File: config.mk
export PLATFORM = sky130hd
export DESIGN_NAME = boot_word_loader
export DESIGN_NICKNAME = d
export VERILOG_FILES = /design/src/rtl/boot_word_loader.sv
export SDC_FILE = /design/constraint.sdc
export NUM_CORES = 1
export LEC_CHECK = 0
export BUFFER_PORTS_ARGS = -buffer_cell sky130_fd_sc_hd__buf_2
export CELL_PAD_IN_SITES_DETAIL_PLACEMENT = 0
export CELL_PAD_IN_SITES_GLOBAL_PLACEMENT = 1
export CORE_MARGIN = 2
export CORE_UTILIZATION = 30
export CTS_BUF_LIST = sky130_fd_sc_hd__clkbuf_8
export DETAILED_ROUTE_END_ITERATION = 7
export GPL_TIMING_DRIVEN = 0
export PLACE_DENSITY = 0.6
export SYNTH_ARGS = -nofsm -noshare
export SYNTH_HDL_FRONTEND = slang
export SYNTH_SLANG_ARGS = --single-unit
File: constraint.sdc
create_clock -name clk_i -period 6.6 [get_ports clk_i]
set_clock_uncertainty 0.15 [all_clocks]
set_input_delay 1.32 -clock clk_i [delete_from_list [all_inputs] [get_ports clk_i]]
set_output_delay 1.32 -clock clk_i [all_outputs]
set_load 0.03 [all_outputs]
File: src/rtl/boot_word_loader.sv
// Boot-time loader: assembles a little-endian byte stream into 32-bit words, writes them to
// consecutive ICCM addresses and holds the system in reset until the end-of-program marker.
module boot_word_loader #(
    parameter int unsigned ADDR_W      = 14,
    parameter logic [31:0] END_WORD    = 32'h0000_0FFF,
    parameter logic [15:0] TIMEOUT_CYC = 16'd50000
) (
    input  logic              clk_i,
    input  logic              rst_i,
    input  logic              rx_dv_i,
    input  logic [7:0]        rx_byte_i,
    output logic              we_o,
    output logic [ADDR_W-1:0] addr_o,
    output logic [31:0]       wdata_o,
    output logic              hold_rst_o,
    output logic              done_o,
    output logic              err_o,
    output logic [ADDR_W:0]   word_cnt_o
);

    typedef enum logic [1:0] {
        COLLECT = 2'd0,
        WRITE   = 2'd1,
        DONE    = 2'd2
    } state_e;

    localparam logic [ADDR_W:0]   FULL_CNT = {1'b1, {ADDR_W{1'b0}}};
    localparam logic [ADDR_W:0]   CNT_ONE  = {{ADDR_W{1'b0}}, 1'b1};
    localparam logic [ADDR_W-1:0] ADDR_ONE = {{(ADDR_W-1){1'b0}}, 1'b1};

    state_e            state_q, state_d;
    logic [1:0]        byte_cnt_q, byte_cnt_d;
    logic [31:0]       asm_q, asm_d;
    logic [31:0]       wdata_q, wdata_d;
    logic [ADDR_W-1:0] addr_q, addr_d;
    logic [ADDR_W:0]   word_cnt_q, word_cnt_d;
    logic              err_q, err_d;
    logic [15:0]       tmo_q, tmo_d;
    logic [31:0]       word_next;

    // State register; the partial word buffer is reset too so a reset mid-word leaves no residue.
    always_ff @(posedge clk_i or posedge rst_i) begin
        if (rst_i) begin
            state_q    <= COLLECT;
            byte_cnt_q <= 2'd0;
            asm_q      <= 32'd0;
            wdata_q    <= 32'd0;
            addr_q     <= '0;
            word_cnt_q <= '0;
            err_q      <= 1'b0;
            tmo_q      <= 16'd0;
        end else begin
            state_q    <= state_d;
            byte_cnt_q <= byte_cnt_d;
            asm_q      <= asm_d;
            wdata_q    <= wdata_d;
            addr_q     <= addr_d;
            word_cnt_q <= word_cnt_d;
            err_q      <= err_d;
            tmo_q      <= tmo_d;
        end
    end

    always_comb begin
        state_d    = state_q;
        byte_cnt_d = byte_cnt_q;
        asm_d      = asm_q;
        wdata_d    = wdata_q;
        addr_d     = addr_q;
        word_cnt_d = word_cnt_q;
        err_d      = err_q;
        tmo_d      = tmo_q;

        // Word as it would look with the incoming byte dropped into its lane.
        word_next = asm_q;
        word_next[{byte_cnt_q, 3'b000} +: 8] = rx_byte_i;

        unique case (state_q)
            COLLECT: begin
                if (rx_dv_i) begin
                    tmo_d = 16'd0;
                    asm_d = word_next;
                    if (byte_cnt_q == 2'd3) begin
                        byte_cnt_d = 2'd0;
                        if (word_next == END_WORD) begin
                            state_d = DONE;
                        end else if (word_cnt_q == FULL_CNT) begin
                            err_d   = 1'b1;
                            state_d = DONE;
                        end else begin
                            wdata_d = word_next;
                            state_d = WRITE;
                        end
                    end else begin
                        byte_cnt_d = byte_cnt_q + 2'd1;
                    end
                end else if (byte_cnt_q != 2'd0) begin
                    // A stalled sender leaves a partial word; drop it after the idle window.
                    if (tmo_q + 16'd1 == TIMEOUT_CYC) begin
                        byte_cnt_d = 2'd0;
                        tmo_d      = 16'd0;
                    end else begin
                        tmo_d = tmo_q + 16'd1;
                    end
                end
            end
            WRITE: begin
                addr_d     = addr_q + ADDR_ONE;
                word_cnt_d = word_cnt_q + CNT_ONE;
                state_d    = COLLECT;
                // byte_cnt is always 0 here, so a strobe this cycle starts the next word.
                if (rx_dv_i) begin
                    asm_d      = word_next;
                    byte_cnt_d = 2'd1;
                    tmo_d      = 16'd0;
                end
            end
            DONE: begin
                state_d = DONE;
            end
            default: begin
                state_d = COLLECT;
            end
        endcase
    end

    assign we_o       = (state_q == WRITE);
    assign addr_o     = addr_q;
    assign wdata_o    = wdata_q;
    assign hold_rst_o = (state_q != DONE);
    assign done_o     = (state_q == DONE);
    assign err_o      = err_q;
    assign word_cnt_o = word_cnt_q;

endmodule

Word-level counts from Yosys, hierarchy flattened
Cells that the tools add are included.
{"block": "totals", "ff_bits": 114, "elab_cells": 56}
{"block": "classes", "n_eq_ne": 12, "n_reduce_logical": 10, "bitwise": 2, "add_sub_neg": 5, "muxes": 17, "n_shift": 2}
{"op": "$mux W16", "count": 4}
{"op": "$bwmux W32", "count": 1}
{"op": "$eq A32 B12 Y1 const B", "count": 1}
{"op": "$pmux W16 S2", "count": 1}
{"op": "$shift A8 B7 Y32 const A", "count": 1}
{"op": "$shiftx A8 B7 Y32", "count": 1}
{"op": "$mux W2", "count": 9}
{"op": "$add A16 B1 Y16 const B", "count": 1}
{"op": "$eq A16 B16 Y1 const B", "count": 1}
{"op": "$add A15 B1 Y15 const B", "count": 1}
{"op": "$eq A15 B15 Y1 const B", "count": 1}
{"op": "$add A14 B1 Y14 const B", "count": 1}
{"op": "$reduce_and A5 Y1", "count": 2}
{"op": "$ne A2 B2 Y1 const B", "count": 4}
{"op": "$pmux W2 S2", "count": 2}
{"op": "$neg A5 Y7", "count": 1}
{"op": "$ne A3 B3 Y1 const B", "count": 2}
{"op": "$eq A2 B2 Y1 const B", "count": 2}
{"op": "$reduce_and A2 Y1", "count": 2}
{"op": "$reduce_and A4 Y1", "count": 1}
{"op": "$reduce_bool A2 Y1", "count": 2}
{"op": "$reduce_and A3 Y1", "count": 1}
{"op": "$add A2 B1 Y2 const B", "count": 1}
{"op": "$eq A2 B1 Y1 const B", "count": 1}
{"op": "other kinds (3)", "count": 4}

Longest topological paths before layout
Gate-level depths: netlist (run 1).
{"block": "depth", "depth_word": 8, "mapped_depth": 10, "ltp_nobuf": 8}

Worst setup path after synthesis (run 1)
OpenSTA, ideal clock, no wires.
{"block": "synth_timing", "path_kind": "input port to flip-flop", "startpoint": "in rx_byte_i[2]", "endpoint": "reg wdata_q[0] (netlist: wdata_o[0])", "setup_slack_ps": 3573, "arrival_ps": 2758, "stages": 7, "n_path_buf": 1, "t_required_ps": 6331, "setup_time_ps": 119, "path_cell_list": "nor4_1 -> nand2_1 -> a2111oi_2 -> and4_1 -> a31oi_4 -> buf_2 -> o21a_1"}
{"block": "synth_via", "elab_chain_len": 5}
{"item": "start: declaration", "line_no": "11", "text": "input logic [7:0] rx_byte_i,"}
{"item": "$shiftx A8 B7 Y32 (*)", "line_no": "76", "text": "word_next[{byte_cnt_q, 3'b000} +: 8] = rx_byte_i;"}
{"item": "$bwmux W32 (*)", "line_no": "76"}
{"item": "$eq A32 B12 Y1", "line_no": "85", "text": "if (word_next == END_WORD) begin"}
{"item": "$not A1 Y1 (no line)"}
{"item": "$reduce_and A5 Y1 (no line)"}
{"item": "end signal: assignment", "line_no": "56", "text": "wdata_q <= wdata_d;"}
{"item": "end: declaration", "line_no": "34", "text": "logic [31:0] wdata_q, wdata_d;"}
Every way passes the cells marked *; elsewhere a longest branch is shown, timed or not.
A chain may end at the register's enable or synchronous reset.

Worst setup path in the final report (run 1)
{"block": "layout_timing", "startpoint": "reg byte_cnt_q[0]", "endpoint": "reg err_q (netlist: err_o)"}
{"block": "layout_via", "elab_chain_len": 6}
{"item": "start: declaration", "line_no": "32", "text": "logic [1:0] byte_cnt_q, byte_cnt_d;"}
{"item": "start signal: assignment", "line_no": "54", "text": "byte_cnt_q <= byte_cnt_d;"}
{"item": "$neg A5 Y7", "line_no": "76"}
{"item": "$shiftx A8 B7 Y32 or $shift A8 B7 Y32 (tied branches)", "line_no": "76"}
{"item": "$bwmux W32", "line_no": "76"}
{"item": "$eq A32 B12 Y1", "line_no": "85"}
{"item": "$not A1 Y1 (no line)"}
{"item": "$reduce_and A5 Y1 (no line) (*)"}
{"item": "end signal: assignment", "line_no": "59", "text": "err_q <= err_d;"}
{"item": "end: declaration", "line_no": "37", "text": "logic err_q, err_d;"}
Marks and branches as above.

==> results, run 1 <==
- The clock transition at the registers of the reported paths is 0.07 ns.
- The met3 wire length is 621 um.
- For the pin with the worst max-slew slack, the measured transition is 0.666 ns.
- The fraction of final layout cells sized beyond drive strength 1 is 18.1%.
- Setup violations remaining at the end of the flow were counted as 0.
- Counting the buffers created by CTS gives 17.
- Across all layers, the routed design uses 4,830 vias.
- The share of total power in combinational logic is 39.4%.
- TritonCTS built the clock tree.
- The synthesized area per cell is 9.72 um2.
- The type of origin of the critical path is a flop.
- The buffer depth of the longest clock path is 2.
- The height of the die is 143 um.
- Net switching is 41.5% of the power.
- Across the run, the number of max-cap violations was 0.
- The worst hold slack is 0.321 ns.
- The number of post-CTS setup repair buffers is 0.
- The post-route core utilization is 36.7%.
- The first-pass GRT wire length is 25.6 mm.
- Cell internal power was estimated by the tool at 1.64 mW.
- The quantity of I/O buffers inserted on ports is 75.
- The placed instances occupy a cell area of 0.00652 mm2.
- The worst setup path is of the reg2reg kind.
- Of the available clock period, the critical path in the final layout requires 53.9%.
- In the synthesized netlist, the number of instances is 595.
- The largest vdd supply drop is 175 uV.
- The region available for standard cell placement spans 0.0188 mm2.
- The count of antenna-violating nets left after detailed routing is 0.
- The met2 wirelength from detailed routing is 7.52 mm.
- The post-route met1 wirelength is 7.35 mm.
- Setup repair after global routing left no endpoint under its margin.
- The via count of the first global-routing pass is 4,753.
- The length of the first detailed-routing pass in iterations is 6.
- The clock root buffer is sky130_fd_sc_hd__clkbuf_8.
- The netlist area before placement is 0.00579 mm2.
- In the post-synthesis netlist, the biggest area contributors are sky130_fd_sc_hd__dfrtp_1 (49%), sky130_fd_sc_hd__nand2_1 (4.7%), sky130_fd_sc_hd__o21ai_0 (3.5%).
- Summed over all layers, the global routing overflow is 0.
- The clock share of power is 23.1%.
- Setup total negative slack on the finished layout was measured at 0 ns.
- The worst path meets setup with 3.04 ns of slack.
- For this design the total switching power over the nets is 1.17 mW.
- The achievable clock frequency is 281 MHz.
- The final layout contains routed wiring with a total length of 15.8 mm.
- The area enclosed by the die boundary is 0.0204 mm2.
- The worst reg2reg path startpoint is byte_cnt_q[0].
- The number of synthesized flops with an enable pin is 0.
- Summing the sequential cell areas from Yosys gives 49.3% of the chip area.
- The synthesized netlist net count is 617.
- STA puts the critical path data required time at 6.78 ns.
- In this run the most critical hold path is launched from err_o.
- The proportion of register bits with asynchronous set or reset after synthesis is 100%.
- The number of hold buffers added after cts is 0.
- The static leakage is 3.15 nW.
- The synthesized design spends more area on one cell type than any other, namely sky130_fd_sc_hd__dfrtp_1.
- The floorplan step set the die width to 143 um.
- The number of distinct library cells after synthesis is 52.
- The number of max-slew violations in the final report is 0.
- For the worst-skew pair, the clock arrives at the later sink with an insertion delay of 0.44 ns.
- Across every metal layer, demand over resource in global routing totals 16.2%.
- In this run, synthesis produced a sequential element count of 114.
- The min-delay analysis places its worst path in the category reg2reg.
- The critical path launch point is byte_cnt_q[0].
- The headroom to the max-slew limit is 55.5%.
- The final routed DRC violation total is 0.
- After layout, the minimum clock period comes to 3.56 ns.
- With fillers left out, the area of the finished cells amounts to 0.00691 mm2.
- The number of antenna violations at the first check in global routing is 0.
- For this block, the initial DRC count from the detailed router was 292.
- The final weighted congestion of routability-driven global placement is 0.807.
- The number of antenna diodes in the final layout is 0.
- From synthesis to final layout, the design area changed by 19.4%.
- The arrival time of the worst setup path is 3.74 ns.
- The clock drives 114 sinks.
- The top flip-flop cell by instance count after synthesis is sky130_fd_sc_hd__dfrtp_1.
- In this run the worst path has a maximum fanout of 13.
- Entering global routing, the biggest net connects 96 pins.
- The highest metal layer with signal wires is met4.
- The mean number of vias per cell is 5.02.
- The power per unit of standard cell area is 406 mW/mm2.
- After the last flow step, the layout net total stands at 712.
- The starting utilization of the core area is 30.7%.
- For this run, the number of Yosys warnings is 0.
- The top-level I/O count is 76.
- After floorplanning, the core was divided into 50 placement rows.
- Sequential cells account for 37.5% of the total power.
- The sum of net half-perimeters after detailed placement is 11.4 mm.
- The pre-CTS setup slack is 2.94 ns.
- Post-CTS repair changed the size of 0 cells.
- The share of the synthesized area in the top cell type is 49.3%.
- The wire length per cell after detailed routing is 16.4 um.
- The maximum level of the CTS H-tree is 4.
- The final hold violation count came to 0.
- The endpoint class of the critical path is a flop.
- The flow ran to the end, and the final reports show no timing, DRC or antenna violations.
[worst max-delay path, stage by stage (launching register included)]
cell and delay, ns:
sky130_fd_sc_hd__dfrtp_1 0.56, sky130_fd_sc_hd__inv_1 0.16, sky130_fd_sc_hd__ha_1 0.42, sky130_fd_sc_hd__or2_1 0.25
sky130_fd_sc_hd__buf_2 0.17, sky130_fd_sc_hd__o31ai_1 0.42, sky130_fd_sc_hd__nand4_1 0.13, sky130_fd_sc_hd__nor3_1 0.38
sky130_fd_sc_hd__nand3_1 0.45, sky130_fd_sc_hd__a31o_1 0.36
[cells by family after synthesis]
family | count (synthesis) | synth area share (%)
AOI/OAI and AO/OA | 130 | 15.9
xor gates and xnor gates | 31 | 4.69
adders and majority gates | 11 | 2.38
buffers and inverters | 62 | 4.48
DFF | 114 | 49.3
muxes | 21 | 3.72
and+or+nand+nor | 226 | 19.6
[through the flow]
step / std cells / power [mW]
finish: 962 / 2.81
global route: 962 / 3.01
CTS: 962 / 2.85
detailed placement: 931 / 2.18
global placement: 930 / 2.17
floorplan: 595 / 1.83
[layout by cell type (no fill, tap or decap), drive strengths merged, types with 12 or more instances in the layout]
cell     count
nand4       16
o21ai       41
mux2i       17
dfrtp      114
a31oi       16
inv         32
nor2b       24
nor2        34
nand2       72
clkbuf      40
a2bb2oi     12
nand3       37
buf         88
xnor2       20
[synth_stat cells, types with 2 or more instances]
| cell | n |
|---|---|
| sky130_fd_sc_hd__a2111oi_2 | 2 |
| sky130_fd_sc_hd__a21oi_1 | 8 |
| sky130_fd_sc_hd__a221oi_1 | 8 |
| sky130_fd_sc_hd__a22o_1 | 6 |
| sky130_fd_sc_hd__a22oi_1 | 2 |
| sky130_fd_sc_hd__a2bb2oi_1 | 12 |
| sky130_fd_sc_hd__a31oi_1 | 15 |
| sky130_fd_sc_hd__a32oi_1 | 2 |
| sky130_fd_sc_hd__a41oi_1 | 7 |
| sky130_fd_sc_hd__and3_1 | 9 |
| sky130_fd_sc_hd__and4_1 | 5 |
| sky130_fd_sc_hd__buf_2 | 9 |
| sky130_fd_sc_hd__buf_6 | 2 |
| sky130_fd_sc_hd__clkbuf_1 | 20 |
| sky130_fd_sc_hd__dfrtp_1 | 114 |
| sky130_fd_sc_hd__ha_1 | 11 |
| sky130_fd_sc_hd__inv_1 | 30 |
| sky130_fd_sc_hd__mux2_2 | 4 |
| sky130_fd_sc_hd__mux2i_1 | 17 |
| sky130_fd_sc_hd__nand2_1 | 72 |
| sky130_fd_sc_hd__nand2b_1 | 3 |
| sky130_fd_sc_hd__nand3_1 | 37 |
| sky130_fd_sc_hd__nand4_1 | 16 |
| sky130_fd_sc_hd__nor2_1 | 34 |
| sky130_fd_sc_hd__nor2b_1 | 24 |
| sky130_fd_sc_hd__nor3_1 | 3 |
| sky130_fd_sc_hd__nor3b_1 | 3 |
| sky130_fd_sc_hd__nor4_1 | 7 |
| sky130_fd_sc_hd__nor4b_1 | 2 |
| sky130_fd_sc_hd__o21a_1 | 11 |
| sky130_fd_sc_hd__o21ai_0 | 41 |
| sky130_fd_sc_hd__o22ai_1 | 2 |
| sky130_fd_sc_hd__o31ai_1 | 4 |
| sky130_fd_sc_hd__o41ai_1 | 3 |
| sky130_fd_sc_hd__or2_2 | 2 |
| sky130_fd_sc_hd__or3_1 | 3 |
| sky130_fd_sc_hd__xnor2_1 | 20 |
| sky130_fd_sc_hd__xor2_1 | 11 |
[final cells by class]
cell class	count	area (um2)
clock inverter	11	114
multi-input combinational	419	2670
clock buffer	20	275
tap	260	325
fill	1941	11900
inverter	30	118
buffer	32	146
sequential	114	2850
timing repair buffer	76	403
[sequential cells by signal (all words and copies together) (netlist names)]
name	cells
wdata_o	32
tmo_q	16
byte_cnt_q	2
err_o	1
state_q	2
addr_o	14
word_cnt_o	15
asm_q	32
[worst paths after layout]
check | end | slack (ns) | depth (start not counted)
max in group asynchronous | asm_q[7] | 4.89 | 3
setup reg to reg | err_o | 3.04 | 9
setup / recovery | err_o | 3.04 | 9
hold / removal | err_o | 0.32 | 1
min in group asynchronous | addr_o[7] | 0.66 | 2
hold reg to reg | err_o | 0.32 | 1
[routing by layer]
layer | GRT usage [%] | vias to the layer above
met5 | 0 | -
met1 | 21.4 | 2385
li1 | - | 2319
met3 | 3.86 | 19
met2 | 26.4 | 107
met4 | 5.21 | 0
[power by group through the flow]
stage	clock (mW)	sequential [mW]	combinational (mW)
after floorplan	0	1.26	0.577
after global placement	0	1.06	1.11
after detailed placement	0	1.07	1.12
after CTS	0.668	1.06	1.12
after global routing	0.703	1.09	1.22
final	0.648	1.05	1.11
No activity file was read; power rests on OpenSTA's default activity.
==> run 2, diff against run 1 <==
PLACE_DENSITY = 0.62   (was 0.6)
clock period = 3.15 ns   (was 6.6 ns; I/O delays follow)
==> run 2 against run 1 <==
  * Clock-buffer cell count unchanged
  * Final cell count is 0.42% higher
  * Combinational power rose by 120%
  * Highest routed layer unchanged
==> results, run 2 (synthesis gave the netlist of run 1 again) <==
- Walking the worst path, the cells encountered are inv_2 > ha_2 > or2_1 > buf_2 > o31ai_2 > nand4_1 > nor3_2 > nand3_2 > a31o_1.
- The area enclosed by the die boundary is 0.0204 mm2 (unchanged).
- The DRC marker count from the first detailed-route iteration is 281 (-3.8%).
- The antenna diode count is 0 (unchanged).
- The part of the total power dissipated in sequential elements is 35.9% (-1.6 points).
- The cell family contributing the most delay on the critical path is simple AND/OR/NAND/NOR gates.
- The clock latency on the worst-skew pair is 0.43 ns (about the same).
- The number of standard cells in the layout, taps in and fillers out is 966 (+0.42%).
- The required time of the worst setup path is 3.33 ns (-3.45 ns).
- The final weighted congestion of routability-driven global placement is 0.821 (+1.8%).
- Setup repair after global routing left no endpoint under its margin.
- The share of total power in combinational logic was 39.2% (-0.2 points).
- The buffer depth of the longest clock path is 2 (unchanged).
- The fraction of final layout cells sized beyond drive strength 1 was 20.1% (+2.0 points).
- The maximum fanout along the worst path is 8 (-5).
- The starting utilization of the core area is 30.7% (unchanged).
- The first-pass GRT wire length is 26.2 mm (+2.3%).
- The number of antenna violations at the first check in global routing is 0 (unchanged).
- TritonCTS built the clock tree.
- The setup violation total in the final timing report is 0 (unchanged).
- The worst setup path is of the reg2reg kind.
- The design internal power was 3.63 mW (+120%).
- The number of violations of the max-capacitance limit was 0 (unchanged).
- The static leakage is 3.19 nW (+1.4%).
- The headroom to the max-slew limit is 40.5% (-15 points).
- The standard cell core area is 0.0188 mm2 (unchanged).
- The final wirelength is 15.9 mm (+0.64%).
- The die boundary width is 143 um (unchanged).
- The quantity of I/O buffers inserted on ports is 75 (unchanged).
- The top-level I/O count is 76 (unchanged).
- In the layout the commonest cells are sky130_fd_sc_hd__dfrtp_1 (113), sky130_fd_sc_hd__buf_2 (83), sky130_fd_sc_hd__nand2_1 (72).
- The worst hold path belongs to the class in2async.
- The achievable clock frequency came to 333 MHz (+18%).
- The arrival time of the worst setup path is 3.18 ns (-0.56 ns).
- The summed negative setup slack over all endpoints is 0 ns (unchanged).
- The sum of net half-perimeters after detailed placement was 11.6 mm (+1.0%).
- The power per unit of standard cell area was 869 mW/mm2 (+110%).
- The setup slack of the critical path after layout is 0.143 ns (-2.90 ns).
- The type of origin of the critical path is a flop.
- The net switching power figure is 2.48 mW (+110%).
- The critical path's slowest cell is sky130_fd_sc_hd__dfrtp_1.
- The switching part of the total power is 40.6% (-0.92 points).
- The worst hold slack was 0.217 ns (-0.104 ns).
- The via count of the first global-routing pass is 4,919 (+3.5%).
- The number of cells in the design after placement is 933 (+0.21%).
- The maximum level of the CTS H-tree was 4 (unchanged).
- The maximum number of pins on one net before global-route repair came to 37 (-61%).
- The most frequent standard cell in the layout excluding fill and tap cells is sky130_fd_sc_hd__dfrtp_1.
- The area growth from synthesis to layout is 21.6%.
- The number of max-slew violations in the final report is 0 (unchanged).
- The layout net count is 715 (+0.42%).
- The global routing usage summed across all routing layers came to 16.4% (+0.20 points).
- The final routed DRC violation total is 0 (unchanged).
- The number of hold buffers added after cts came to 0 (unchanged).
- The final hold violation count is 0 (unchanged).
- The height of the die came to 143 um (unchanged).
- The via count of the routed design is 4,859 (+0.60%).
- The count of antenna-violating nets left after detailed routing was 0 (unchanged).
- The clock share of power came to 24.8% (+1.7 points).
- The endpoint class of the critical path is a flop.
- The clock root buffer is sky130_fd_sc_hd__clkbuf_8.
- The portion of the clock cycle consumed by the worst path in the final layout is 95.5% (+42 points).
- The run finished with clean final reports.
- The slew of the pin with the lowest slew margin is 0.891 ns (+0.225 ns).
- The length of the first detailed-routing pass in iterations was 4 (-2).
- The largest vdd supply drop came to 433 uV (+150%).
- The mean number of vias per cell is 5.03 (+0.18%).
- The clock sink total came to 114 (unchanged).
- The final critical delay including setup and external delays was 3.01 ns (-0.550 ns).
- The wire length per cell after detailed routing is 16.4 um (+0.22%).
- The post-route core utilization came to 37.3% (+0.66 points).
- The total clock buffers created by CTS was 17 (unchanged).
- The buffers plus inverters on the worst setup path is 2 (unchanged).
- The slack of the worst reg-to-reg path is 0.14 ns (-2.90 ns).
- The site row count is 50 (unchanged).
- The pre-CTS setup slack came to -0.557 ns (-3.49 ns).
- The clock transition at the registers of the reported paths is 0.07 ns (about the same).
- The aggregate global routing overflow is 0 (unchanged).
- The largest stage delay on the critical path is 0.45 ns (-0.11 ns).
==> run 2: what timing repair did <==
| action | CTS | global route |
|---|---|---|
| gates resized for setup | 7 | 7 |
| endpoints found under the setup margin | 35 | 36 |
| hold endpoints to repair | 0 | 0 |
| pin swaps | 0 | 0 |
| buffers inserted | 1 | 0 |
==> run 2: path summary, 6_finish.rpt <==
check / from / endpoint / cells past startpoint
worst max-delay path: byte_cnt_q[1] / err_o / 9
worst min-delay path: rst_i / word_cnt_o[11] / 2
worst max register to register: byte_cnt_q[1] / err_o / 9
worst min register to register: asm_q[9] / asm_q[9] / 2
max in group asynchronous: rst_i / wdata_o[0] / 4
min in group clk_i: asm_q[9] / asm_q[9] / 2
==> run 2: per-layer routing <==
layer	global-route usage (%)	vias up	share of wire, %
li1	-	2328	-
met1	22.1	2394	47
met2	25.8	113	47
met3	4.43	24	5.2
met4	5.26	0	1.6
met5	0	-	0
==> run 2: through the flow <==
stage / power [mW] / cell area [um2]
floorplan: 3.84 / 5790
global placement: 4.55 / 6490
detailed placement: 4.58 / 6550
CTS: 6.16 / 7020
global route: 6.53 / 7030
finish: 6.11 / 7030
==> run 2: area by class of cell <==
class,count,area (um2)
fill,1945,11800
sequential,114,2850
multi-input combinational,419,2710
timing repair buffer,79,443
tap,260,325
clock buffer,20,275
clock inverter,12,163
buffer,32,149
inverter,30,116
==> run 2: worst reg2reg max path, delay by kind of cell, from the launching register on <==
kind | cells | cell delay (ns)
simple gates | 4 | 1.03
compound gates | 2 | 0.65
flops | 1 | 0.45
fa+ha+maj | 1 | 0.33
buf+inv | 2 | 0.29
==> run 2: power groups by stage <==
stage	clock (mW)	sequential [mW]	combinational [mW]
4_1_cts	1.56	2.20	2.40
5_1_grt	1.64	2.26	2.64
2_1_floorplan	0	2.63	1.21
3_5_place_dp	0	2.23	2.35
6_report	1.52	2.20	2.40
3_3_place_gp	0	2.22	2.32
